[src/rtl/ucode_pkg.sv]
// Shared types and helpers for the microcode sequencer.
// Holds the state encoding, the default NOP word and the length-field extractor.
package ucode_pkg;

  typedef enum logic {StIdle = 1'b0, StSeq = 1'b1} state_e;

  localparam logic [63:0] NOP_DEFAULT = '0;

  // Length loads carry L in the low dw bits of the data word.
  function automatic logic [63:0] len_field(input logic [63:0] data, input int unsigned dw);
    logic [63:0] mask;
    mask = (64'd1 << dw) - 64'd1;
    return data & mask;
  endfunction

endpackage

[src/rtl/ucode_seq_if.sv]
// Decode-side bundle of the microcode sequencer: fetch/trap/control inputs, load port, issue outputs.
interface ucode_seq_if #(
  parameter int unsigned WIDTH = 32,
  parameter int unsigned RW    = 2,
  parameter int unsigned DW    = 3
);
  logic [WIDTH-1:0] fetch_inst;
  logic             trap_valid;
  logic [RW-1:0]    trap_id;
  logic             stall;
  logic             flush;
  logic             ld_we;
  logic             ld_len;
  logic [RW-1:0]    ld_rid;
  logic [DW-1:0]    ld_idx;
  logic [WIDTH-1:0] ld_data;
  logic [WIDTH-1:0] inst_out;
  logic             pc_ce;
  logic             busy;
  logic [DW-1:0]    uop_idx;
  logic             done;
  logic             err;

  modport master (
    output fetch_inst, trap_valid, trap_id, stall, flush,
    output ld_we, ld_len, ld_rid, ld_idx, ld_data,
    input  inst_out, pc_ce, busy, uop_idx, done, err
  );

  modport slave (
    input  fetch_inst, trap_valid, trap_id, stall, flush,
    input  ld_we, ld_len, ld_rid, ld_idx, ld_data,
    output inst_out, pc_ce, busy, uop_idx, done, err
  );
endinterface

[src/rtl/ucode_store.sv]
// Microcode word array and per-routine length registers.
// One synchronous write port, one asynchronous read port; contents are not reset.
module ucode_store
  import ucode_pkg::*;
#(
  parameter int unsigned WIDTH        = 32,
  parameter int unsigned NUM_ROUTINES = 4,
  parameter int unsigned DEPTH        = 8,
  parameter int unsigned RW           = $clog2(NUM_ROUTINES),
  parameter int unsigned DW           = $clog2(DEPTH)
) (
  input  logic             clk,
  input  logic             i_we,
  input  logic             i_len,
  input  logic [RW-1:0]    i_rid,
  input  logic [DW-1:0]    i_idx,
  input  logic [WIDTH-1:0] i_data,
  input  logic [RW-1:0]    i_rd_rid,
  input  logic [DW-1:0]    i_rd_idx,
  output logic [WIDTH-1:0] o_rd_word,
  output logic [DW-1:0]    o_rd_len
);

  logic [WIDTH-1:0] r_mem [NUM_ROUTINES][DEPTH];
  logic [DW-1:0]    r_len [NUM_ROUTINES];

  always_ff @(posedge clk) begin
    if (i_we) begin
      if (i_len) begin
        r_len[i_rid] <= DW'(len_field(64'(i_data), DW));
      end else begin
        r_mem[i_rid][i_idx] <= i_data;
      end
    end
  end

  assign o_rd_word = r_mem[i_rd_rid][i_rd_idx];
  assign o_rd_len  = r_len[i_rd_rid];

endmodule

[src/rtl/ucode_seq.sv]
// Microcode sequencer: on a trap, freezes the PC and issues the stored words of the
// selected routine one per non-stalled cycle, then hands issue back to the fetch path.
module ucode_seq
  import ucode_pkg::*;
#(
  parameter int unsigned      WIDTH        = 32,
  parameter int unsigned      NUM_ROUTINES = 4,
  parameter int unsigned      DEPTH        = 8,
  parameter logic [WIDTH-1:0] NOP_WORD     = NOP_DEFAULT[WIDTH-1:0]
) (
  input logic       clk,
  input logic       rst,
  ucode_seq_if.slave bus
);

  localparam int unsigned RW = $clog2(NUM_ROUTINES);
  localparam int unsigned DW = $clog2(DEPTH);

  state_e        r_state;
  logic [RW-1:0] r_rid;
  logic [DW-1:0] r_idx;
  logic          r_err;

  logic             w_trigger;
  logic             w_ld_ok;
  logic [WIDTH-1:0] w_word;
  logic [DW-1:0]    w_len;

  assign w_trigger = (r_state == StIdle) && bus.trap_valid && !bus.stall && !bus.flush;
  // Loads may only land while idle and not in the cycle that starts a routine.
  assign w_ld_ok   = bus.ld_we && (r_state == StIdle) && !w_trigger;

  ucode_store #(
    .WIDTH        (WIDTH),
    .NUM_ROUTINES (NUM_ROUTINES),
    .DEPTH        (DEPTH),
    .RW           (RW),
    .DW           (DW)
  ) u_store (
    .clk       (clk),
    .i_we      (w_ld_ok),
    .i_len     (bus.ld_len),
    .i_rid     (bus.ld_rid),
    .i_idx     (bus.ld_idx),
    .i_data    (bus.ld_data),
    .i_rd_rid  (r_rid),
    .i_rd_idx  (r_idx),
    .o_rd_word (w_word),
    .o_rd_len  (w_len)
  );

  always_ff @(posedge clk or negedge rst) begin
    if (!rst) begin
      r_state <= StIdle;
      r_rid   <= '0;
      r_idx   <= '0;
      r_err   <= 1'b0;
    end else begin
      r_err <= (bus.ld_we && !w_ld_ok) || ((r_state == StSeq) && bus.trap_valid);
      unique case (r_state)
        StIdle: begin
          if (w_trigger) begin
            r_rid   <= bus.trap_id;
            r_idx   <= '0;
            r_state <= StSeq;
          end
        end
        StSeq: begin
          if (bus.flush) begin
            r_idx   <= '0;
            r_state <= StIdle;
          end else if (!bus.stall) begin
            if (r_idx == w_len) begin
              r_idx   <= '0;
              r_state <= StIdle;
            end else begin
              r_idx <= r_idx + DW'(1);
            end
          end
        end
        default: r_state <= StIdle;
      endcase
    end
  end

  always_comb begin
    bus.inst_out = bus.fetch_inst;
    bus.pc_ce    = !bus.stall;
    bus.busy     = 1'b0;
    bus.uop_idx  = '0;
    bus.done     = 1'b0;
    if (r_state == StSeq) begin
      bus.inst_out = bus.flush ? NOP_WORD : w_word;
      bus.pc_ce    = 1'b0;
      bus.busy     = 1'b1;
      bus.uop_idx  = r_idx;
      bus.done     = !bus.flush && !bus.stall && (r_idx == w_len);
    end
  end

  assign bus.err = r_err;

endmodule

[src/flat_wrapper.sv]
// flat-port wrapper written by rule: the top's interface ports become plain ports
module ucode_seq_flat import ucode_pkg::*;
#(
  parameter int unsigned      WIDTH        = 32,
  parameter int unsigned      NUM_ROUTINES = 4,
  parameter int unsigned      DEPTH        = 8,
  parameter logic [WIDTH-1:0] NOP_WORD     = NOP_DEFAULT[WIDTH-1:0]
)
  (clk, rst, bus_fetch_inst, bus_trap_valid, bus_trap_id, bus_stall, bus_flush, bus_ld_we, bus_ld_len, bus_ld_rid, bus_ld_idx, bus_ld_data, bus_inst_out, bus_pc_ce, bus_busy, bus_uop_idx, bus_done, bus_err);
  ucode_seq_if #(.WIDTH(WIDTH), .RW((2)), .DW((3))) bus_i ();
  input logic clk;
  input logic rst;
  input wire logic [$bits(bus_i.fetch_inst)-1:0] bus_fetch_inst;
  input wire logic [$bits(bus_i.trap_valid)-1:0] bus_trap_valid;
  input wire logic [$bits(bus_i.trap_id)-1:0] bus_trap_id;
  input wire logic [$bits(bus_i.stall)-1:0] bus_stall;
  input wire logic [$bits(bus_i.flush)-1:0] bus_flush;
  input wire logic [$bits(bus_i.ld_we)-1:0] bus_ld_we;
  input wire logic [$bits(bus_i.ld_len)-1:0] bus_ld_len;
  input wire logic [$bits(bus_i.ld_rid)-1:0] bus_ld_rid;
  input wire logic [$bits(bus_i.ld_idx)-1:0] bus_ld_idx;
  input wire logic [$bits(bus_i.ld_data)-1:0] bus_ld_data;
  output wire logic [$bits(bus_i.inst_out)-1:0] bus_inst_out;
  output wire logic [$bits(bus_i.pc_ce)-1:0] bus_pc_ce;
  output wire logic [$bits(bus_i.busy)-1:0] bus_busy;
  output wire logic [$bits(bus_i.uop_idx)-1:0] bus_uop_idx;
  output wire logic [$bits(bus_i.done)-1:0] bus_done;
  output wire logic [$bits(bus_i.err)-1:0] bus_err;
  assign bus_i.fetch_inst = bus_fetch_inst;
  assign bus_i.trap_valid = bus_trap_valid;
  assign bus_i.trap_id = bus_trap_id;
  assign bus_i.stall = bus_stall;
  assign bus_i.flush = bus_flush;
  assign bus_i.ld_we = bus_ld_we;
  assign bus_i.ld_len = bus_ld_len;
  assign bus_i.ld_rid = bus_ld_rid;
  assign bus_i.ld_idx = bus_ld_idx;
  assign bus_i.ld_data = bus_ld_data;
  assign bus_inst_out = bus_i.inst_out;
  assign bus_pc_ce = bus_i.pc_ce;
  assign bus_busy = bus_i.busy;
  assign bus_uop_idx = bus_i.uop_idx;
  assign bus_done = bus_i.done;
  assign bus_err = bus_i.err;
  ucode_seq #(.WIDTH(WIDTH), .NUM_ROUTINES(NUM_ROUTINES), .DEPTH(DEPTH), .NOP_WORD(NOP_WORD)) u_core (.clk(clk), .rst(rst), .bus(bus_i));
endmodule
[config.mk]
export PLATFORM = sky130hd
export DESIGN_NAME = ucode_seq_flat
export DESIGN_NICKNAME = d
export VERILOG_FILES = /design/src/rtl/ucode_pkg.sv /design/src/rtl/ucode_seq_if.sv /design/src/rtl/ucode_store.sv /design/src/rtl/ucode_seq.sv /design/src/flat_wrapper.sv
export SDC_FILE = /design/constraint.sdc
export NUM_CORES = 1
export LEC_CHECK = 0
export CAP_MARGIN = 20
export CORE_MARGIN = 4
export CORE_UTILIZATION = 31
export DETAILED_ROUTE_END_ITERATION = 10
export SLEW_MARGIN = 20
export SYNTH_ARGS = -nofsm -noshare
export SYNTH_HDL_FRONTEND = slang
export SYNTH_SLANG_ARGS = --single-unit
[constraint.sdc]
create_clock -name clk -period 4.1 [get_ports clk]
set_clock_uncertainty 0.1 [all_clocks]
set_input_delay 0.82 -clock clk [delete_from_list [all_inputs] [get_ports clk]]
set_output_delay 0.82 -clock clk [all_outputs]
set_load 0.01 [all_outputs]
==> results by stage, run 1 <==
Run status:
- The flow ran to the end, but the final reports show violations.
- The final reports fail on negative setup slack.

Global routing:
- Entering global routing, the biggest net connects 37 pins.
- The remaining global-route overflow is 0.
- In the global route stage, overall resource usage came out at 16.6%.
- The first global-routing pass estimated 163 mm of wire.
- The number of global-route vias before repair came to 21800.
- The initial antenna violation count is 16.

Worst setup path:
- Of all nets on the critical path, the largest fanout is 15.
- The arrival time at the worst endpoint is 3190 ps.
- The worst setup path category is reg2out.
- The end point of the critical path is bus_inst_out[2].
- The worst setup path startpoint is u_core.r_rid[0]$_DFFE_PN0P_.
- The cell depth of the worst flop-to-flop path is 5.
- The worst setup path is captured at a primary output.
- The source of the worst register-to-register timing path is u_core.r_state$_DFF_PN0_.
- The slack of the worst reg-to-reg path is 1050 ps.
- The biggest cell delay along the critical path is 510 ps.
- The worst setup path is launched from a register.
- The worst endpoint required time is 3180 ps.
- Traced cell by cell, the critical path runs through buf_4 -> buf_16 -> mux4_2 -> mux2_2 -> a211oi_1 -> buf_4 -> o22ai_1 -> dlygate4sd2_1.
- The capture instance of the worst register-to-register path is u_core.u_store.r_mem[2][146]$_DFFE_PP_.
- The most common cell type on the critical path is buf_4.
- The standard cell with the maximum stage delay on the critical path is dfrtp_4.

Finish:
- Excluding fillers, the count of instances in the completed layout stands at 4076.
- The ratio of cells with drive above 1 in the final layout is 35.9%.
- The area growth from synthesis to layout is 24.1%.
- The area of combinational cells with multiple inputs is 9460 sq um.
- The final layout contains 2329 nets.
- Across the whole layout, storage elements account for 31300 sq um.
- The number of fill cells is 11500.

Drt:
- The routed layout has 21400 vias.
- Once detail routing completed, the nets flagged for antenna violations numbered 0.
- After detailed routing, the number of remaining DRC violations is 0.
- For this run, the detailed router's first-pass iteration total came to 7.
- Using the TritonRoute via totals, the vias-per-cell ratio works out to about 5.2.
- For this block, the initial DRC count from the detailed router was 2385.
- Summed over all layers, the routed wires come to 116 mm.
- The average routed wire per standard cell is between 20 and 30 um.

Clock network:
- In this run, CTS created clock tree buffers numbering 103.
- At the later pin of the worst-skew pair, clock insertion delay measures 670 ps.
- The number of hold buffers added after cts is 0.
- The clock sink count is 1043.
- Clock-pin slew was measured on the worst setup and hold paths at 60 ps.
- TritonCTS built the clock tree.
- The buffer depth of the longest clock path is 3.
- The maximum level of the CTS H-tree is 3.
- The CTS root buffer is clkbuf_16.

Placement:
- The final weighted congestion in routability-driven placement is 0.799.
- The sum of net half-perimeters after detailed placement is 66.8 mm.
- The count of input and output buffers is 116.
- The number of placed cells counting well taps is 3821.

STA:
- Setup violations remaining at the end of the flow were counted as 1.
- After layout, the minimum clock period comes to 4110 ps.
- The worst pin sits at a relative slew slack of between 20% and 30%.
- The number of max-slew violations in the final report came to 0.
- Based on the critical path, the design can be clocked at up to roughly 0.24 GHz.
- Setup repair after global routing could not meet its margin everywhere.
- The worst path uses 100% of the clock period.
- The total count of hold-check failures in the final report is 0.
- At the pin with the least slew margin, the transition time is between 1000 and 1500 ps.
- Final hold analysis gives a worst-case slack of 403 ps.
- The post-layout worst setup margin is -12.0 ps.

Logic synthesis:
- The flip-flop and latch count after synthesis is 1043.
- The number of nets in the synthesized netlist is 2005.
- The unique cell type count in the Yosys netlist is 39.
- In the synthesized netlist the async set-or-reset flop fraction comes to 0.671%.
- The synthesized design contains 1036 enable-type register cells.
- For this run, the register share of the synthesized area comes to 77.2%.
- The Yosys step of the flow raised 0 warnings.
- The post-synthesis area per instance is 21.0 sq um.
- Summing every instance area after synthesis gives 40500 sq um.
- The most used flip-flop cell after synthesis is edfxtp_1.
- The synthesized netlist cell count is 1926.

Die:
- The floorplan step defined a die boundary enclosing 137000 sq um.
- In this run the vertical extent of the chip is between 300 and 400 um.
- The area of the core is 130000 sq um.
- In this run the count of I/O pins placed on the die edge is 117.
- The count of standard-cell rows is around 130.
- The x dimension of the die is 370 um.
- The starting utilization of the core area is 31.3%.

Run:
- Max-cap violations in this run came to 0.

Pwr:
- The highest ir drop seen on vdd is 0.349 mV.
- Power spread over the standard cell area amounts to 503 nW/um^2.
- The leakage dissipation is 15.9 nW.

Hold path:
- The worst hold-check path type is in2async.
final cells by class:
| class | instances | area share (%) |
|---|---|---|
| Antenna cell | 10 | 0.0498 |
| Clock buffer | 119 | 5.41 |
| Clock inverter | 60 | 1.11 |
| Inverter | 35 | 0.261 |
| Multi-Input combinational cell | 732 | 18.8 |
| Sequential cell | 1043 | 62.2 |
| Tap cell | 1742 | 4.33 |
| Timing Repair Buffer | 335 | 7.78 |
synth_stat cells, drive strengths merged (2+ instances only):
cell,n,share of area (%)
nand3b,5,0.093
a2111oi,32,0.69
buf,64,0.93
nand2b,6,0.093
xnor2,3,0.065
o22ai,97,1.5
inv,34,0.31
nor2,47,0.44
edfxtp,1036,77
a21oi,2,0.025
mux4,181,10
dfrtp,7,0.43
nand3,3,0.037
a221o,14,0.35
clkbuf,52,0.48
mux2,112,3.1
a211o,25,0.54
mux2i,78,1.9
and2,4,0.062
a211oi,65,1.2
nand2,9,0.083
nor2b,36,0.56
how the worst min path moves through the flow:
stage	depth (start not counted)	start	slack [ps]	end
after floorplan	0	rst	420	u_core.bus.err$_DFF_PN0_
final	1	rst	400	u_core.bus.err$_DFF_PN0_
after global placement	1	u_core.r_state$_DFF_PN0_	480	u_core.r_state$_DFF_PN0_
after global routing	1	rst	390	u_core.bus.err$_DFF_PN0_
after detailed placement	1	u_core.r_state$_DFF_PN0_	490	u_core.r_state$_DFF_PN0_
after CTS	1	rst	340	u_core.bus.err$_DFF_PN0_
registers in the layout (all words and copies together) (netlist names):
signal / flops
u_core.r_rid: 2
u_core.r_idx: 3
u_core.bus.err: 1
u_core.u_store.r_mem: 1024
u_core.r_state: 1
u_core.u_store.r_len: 12
power breakdown:
group | switching (W) | internal (W)
logic | 0.00210 | 0.00215
clock network | 0.00391 | 0.00534
registers | 0.0000352 | 0.0118
kinds of logic (layout without fill, tap and decap cells):
| logic type | count (synthesis) | in the layout | synth area share (%) |
|---|---|---|---|
| flops | 1043 | 1043 | 77.2 |
| other cells | 0 | 10 | 0 |
| buf+inv | 151 | 549 | 1.73 |
| simple gates | 118 | 118 | 1.51 |
| xor+xnor | 3 | 3 | 0.0648 |
| fa+ha+maj | 1 | 1 | 0.0309 |
| mux | 371 | 371 | 15.1 |
| compound gates | 239 | 239 | 4.38 |
routing by layer:
metal  vias up  share of wire [%]  global-route usage (%)
li1       8788                  -                       -
met1     11400                 42                    23.1
met2      1030                 46                    25.7
met3       166                9.5                    4.55
met4         2                2.8                    4.74
met5         -             0.0086                       0
stage by stage:
step	power (W)	utilization (%)	setup slack, ps	area, sq um	setup TNS (ps)
after floorplan	0.0141	-	257	40500	0
after detailed placement	0.0154	35.0	-61.8	45400	-61.8
after global placement	0.0153	35.0	-16.3	45400	-29.6
after CTS	0.0253	38.5	-221	49900	-1150
after global routing	0.0262	38.8	-89.3	50300	-360
final	0.0253	38.8	-12.0	50300	-12.0
worst max-delay path: cells and delay by family, from the launching register on:
| kind | cells | cell delay [ps] |
|---|---|---|
| buffers and inverters | 4 | 880 |
| muxes | 2 | 770 |
| DFF | 1 | 510 |
| AOI/OAI and AO/OA | 2 | 360 |
cell usage in the layout, fill, tap and decap left out, types with 15 or more instances in the layout:
cell type and count:
nor2b_1 36, inv_1 34, clkinv_2 15, o22ai_2 20, clkbuf_16 109, edfxtp_1 1036
buf_4 128, a211oi_1 36, buf_12 54, mux2_2 111, mux4_2 181, buf_2 30
a211oi_2 22, a211o_1 21, a2111oi_2 24, o22ai_1 76, clkdlybuf4s50_1 58, clkinv_1 26
nor2_4 33, buf_16 21, mux2i_1 72
timing repair:
action | CTS | global route
cloned | 15 | 3
setup buffers | 25 | 25
gates resized for setup | 201 | 67
pin swaps | 19 | 12
hold endpoints to repair | 0 | 0
setup endpoints to repair | 33 | 30
Note: power is estimated with default switching activity, not from simulation.
==> run 2, diff against run 1 <==
--- a/config.mk
+++ b/config.mk
@@ -6,7 +6,7 @@
 export NUM_CORES = 1
 export LEC_CHECK = 0
 export CAP_MARGIN = 20
-export CORE_MARGIN = 4
+export CORE_MARGIN = 2
 export CORE_UTILIZATION = 31
 export DETAILED_ROUTE_END_ITERATION = 10
 export SLEW_MARGIN = 20
==> run 2 against run 1 <==
  * The flow now finishes without violations
  * Final area decreased by 0.56%
  * Global-route usage increased by 0.32 points
  * Non-clock buffer count decreased by 2
  * Utilization decreased by 0.22 points
  * Highest routed layer unchanged
==> results by stage, run 2 (synthesis gave the netlist of run 1 again) <==
Worst setup path:
- Walking the worst path, the cells encountered are buf_8 -> buf_12 -> bufbuf_16 -> mux4_2 -> mux2i_1 -> buf_4 -> a211o_1 -> o22ai_1 -> clkdlybuf4s15_1.
- The maximum fanout along the worst path is 14 (-1).
- The slack of the worst reg-to-reg path came to 1040 ps (about the same).
- The arrival time at the worst endpoint is 3130 ps (-60 ps).
- The slowest stage of the critical path is the dfrtp_4 cell.
- The worst endpoint required time came to 3180 ps (about the same).
- The source of the worst register-to-register timing path is u_core.r_state$_DFF_PN0_.
- By startpoint and endpoint, the worst setup path is classified as reg2out.
- The endpoint type of the worst setup path is a primary output.
- The cell depth of the worst flop-to-flop path was 5 (unchanged).
- The worst setup path startpoint is u_core.r_rid[0]$_DFFE_PN0P_.
- The worst setup path is launched from a register.
- The endpoint identified for the worst register-to-register timing path is u_core.u_store.r_mem[3][123]$_DFFE_PP_.
- Following the worst setup path forward leads to its endpoint at bus_inst_out[11].
- The biggest cell delay along the critical path came to 520 ps (about the same).

Pwr:
- The highest ir drop seen on vdd is 0.358 mV (+2.3%).
- The leakage dissipation is 15.8 nW (-0.79%).
- The total power per unit cell area is 501 nW/um^2 (-0.40%).
- The sum of internal, switching and leakage power was 0.0251 W (-0.96%).

Placement:
- The cell area after placement is 45500 sq um (+0.37%).
- The final weighted congestion in routability-driven placement is 0.808 (+1.1%).
- The count of input and output buffers is 116 (unchanged).
- The sum of net half-perimeters after detailed placement is 67.6 mm (+1.2%).

Finish:
- The summed area of non-filler cells in the final layout is 50000 sq um (-0.56%).
- The library cell used most frequently in the layout, excluding fill and tap cells, is edfxtp_1.
- The top cell types in the final layout, fill and taps aside, are edfxtp_1 (1036), mux4_2 (181), buf_4 (136).
- The total number of nets in the final design is 2322 (-0.30%).
- The utilization after layout is 38.6% (-0.22 points).
- The flip-flop count of the largest register after layout is 1024 (unchanged).
- The ratio of cells with drive above 1 in the final layout is 36.1% (+0.26 points).
- Compared with the post-synthesis result, the final layout area differs by 23.4%.
- Ranked by flip-flop count, first place goes to u_core.u_store.r_mem.
- The largest registers in the layout are u_core.u_store.r_mem: 1024 flops, u_core.u_store.r_len: 12 flops, u_core.r_idx: 3 flops.

Clock network:
- The clock-pin slew reported for the worst setup and hold paths after clock tree synthesis is 70 ps (about the same).
- The maximum level of the CTS H-tree is 3 (unchanged).
- The buffer depth of the longest clock path is 3 (unchanged).
- The clock sink count is 1043 (unchanged).
- The clock buffer count from CTS came to 98 (-4.9%).
- TritonCTS built the clock tree.
- The later-pin clock latency in the skew report was 670 ps (about the same).
- CTS placed an instance of clkbuf_16 at the clock tree root.

Drt:
- The remaining routing DRC violations came to 0 (unchanged).
- The number of search-and-repair iterations in the first detailed-routing pass is 5 (-2).
- The number of DRC markers after the initial detailed-route iteration came to 2357 (-1.2%).
- The via count came to 21300 (-0.014%).
- The post-detailed-routing wire length was 114 mm (-1.3%).
- The count of antenna-violating nets left after detailed routing is 0 (unchanged).
- The average routed wire per standard cell is 28.1 um (-1.3%).
- The via density per instance is 5.24 (about the same).

Global routing:
- The initial antenna violation count came to 25 (+9).
- The maximum number of pins on one net before global-route repair is 57 (+54%).
- The number of global-route vias before repair is 21700 (-0.24%).
- The total global-route track usage is 17.0% (+0.32 points).
- The remaining global-route overflow is 0 (unchanged).
- The first-pass GRT wire length is 161 mm (-1.5%).

Die:
- The full die area is 134000 sq um (-2.2%).
- The starting utilization of the core area is 31.3% (unchanged).
- The vertical die dimension was 366 um (-1.1%).
- The area of the core came to 130000 sq um (unchanged).
- The number of primary I/O pins is 117 (unchanged).
- The count of standard-cell rows is 132 (unchanged).
- The x dimension of the die came to 366 um (-1.1%).

STA:
- Setup repair after global routing could not meet its margin everywhere.
- The share of the clock period used by the worst path after layout came to 98.8% (-1.5 points).
- The number of setup violations in the final report is 0 (-1).
- The shortest clock period the worst path allows after layout is 4050 ps (-61.1 ps).
- The total count of hold-check failures in the final report was 0 (unchanged).
- The actual slew at the worst max-slew pin is 1090 ps (-11.8 ps).
- The number of max-slew violations in the final report is 0 (unchanged).
- The worst slew slack as a fraction of its limit is 26.8% (+0.56 points).
- The maximum clock frequency was 0.247 GHz (+1.5%).

Run:
- The number of max-capacitance violations reported is 0 (unchanged).

Run status:
- The run finished with clean final reports.

Hold path:
- The min-delay analysis places its worst path in the category in2async.
-- run 2: cell count changes in the layout (fill, tap and decap cells not counted), sizes merged, moves of 2 or more --
| cell | change |
|---|---|
| clkbuf | +16 |
| dlygate4sd2 | -5 |
| diode | -3 |
| clkinv | -5 |
| clkinvlp | -2 |
| dlymetal6s2s | -2 |
-- run 2: stage by stage --
step	hold slack [ps]	std cells	TNS [ps]	setup slack, ps
CTS	375	4051	-677	-82.9
floorplan	424	1926	0	257
global placement	705	3841	0	26.4
global route	410	4072	-259	-57.1
detailed placement	703	3841	0	75.0
finish	418	4073	0	49.1
-- run 2: layer usage --
layer,up-vias,track usage (%),part of all wire [%]
li1,8754,-,-
met1,11400,23.5,42
met2,1005,25.8,46
met3,163,4.90,10
met4,14,4.95,2.4
met5,-,0.835,0.19
-- run 2: repair_timing --
action,CTS,global route
hold buffers,0,0
setup buffers,19,12
gates resized for setup,184,78
setup endpoints to repair,33,30
gates cloned,10,3
pin swaps,8,16
-- run 2: layout make-up --
cell class / count / area (sq um)
Tap cell: 1742 / 2180
Clock buffer: 129 / 2680
Timing Repair Buffer: 333 / 3690
Antenna cell: 7 / 17.5
Clock inverter: 52 / 544
Multi-Input combinational cell: 732 / 9470
Sequential cell: 1043 / 31300
Inverter: 35 / 131
Fill cell: 11500 / 79600
-- run 2: worst min-delay path by stage --
stage,from,end,depth (start not counted)
2_1_floorplan,rst,u_core.bus.err$_DFF_PN0_,0
3_3_place_gp,u_core.u_store.r_len[0][2]$_DFFE_PP_,u_core.r_idx[2]$_DFFE_PN0P_,3
3_5_place_dp,u_core.u_store.r_len[2][2]$_DFFE_PP_,u_core.r_idx[2]$_DFFE_PN0P_,3
4_1_cts,rst,u_core.bus.err$_DFF_PN0_,1
5_1_grt,rst,u_core.bus.err$_DFF_PN0_,1
6_report,rst,u_core.bus.err$_DFF_PN0_,1
-- run 2: critical path: cells and delay by family (launching register included) --
| family | cells | cell delay (ps) |
|---|---|---|
| buf+inv | 5 | 1060 |
| flops | 1 | 520 |
| mux | 2 | 450 |
| compound gates | 2 | 440 |
-- run 2: report_power, final --
group,total [W],internal (W),switching [W],leakage (nW)
logic,0.00415,0.00210,0.00205,4.79
clock network,0.00911,0.00524,0.00387,1.58
registers,0.0118,0.0118,0.0000360,9.40
total,0.0251,0.0191,0.00596,15.8
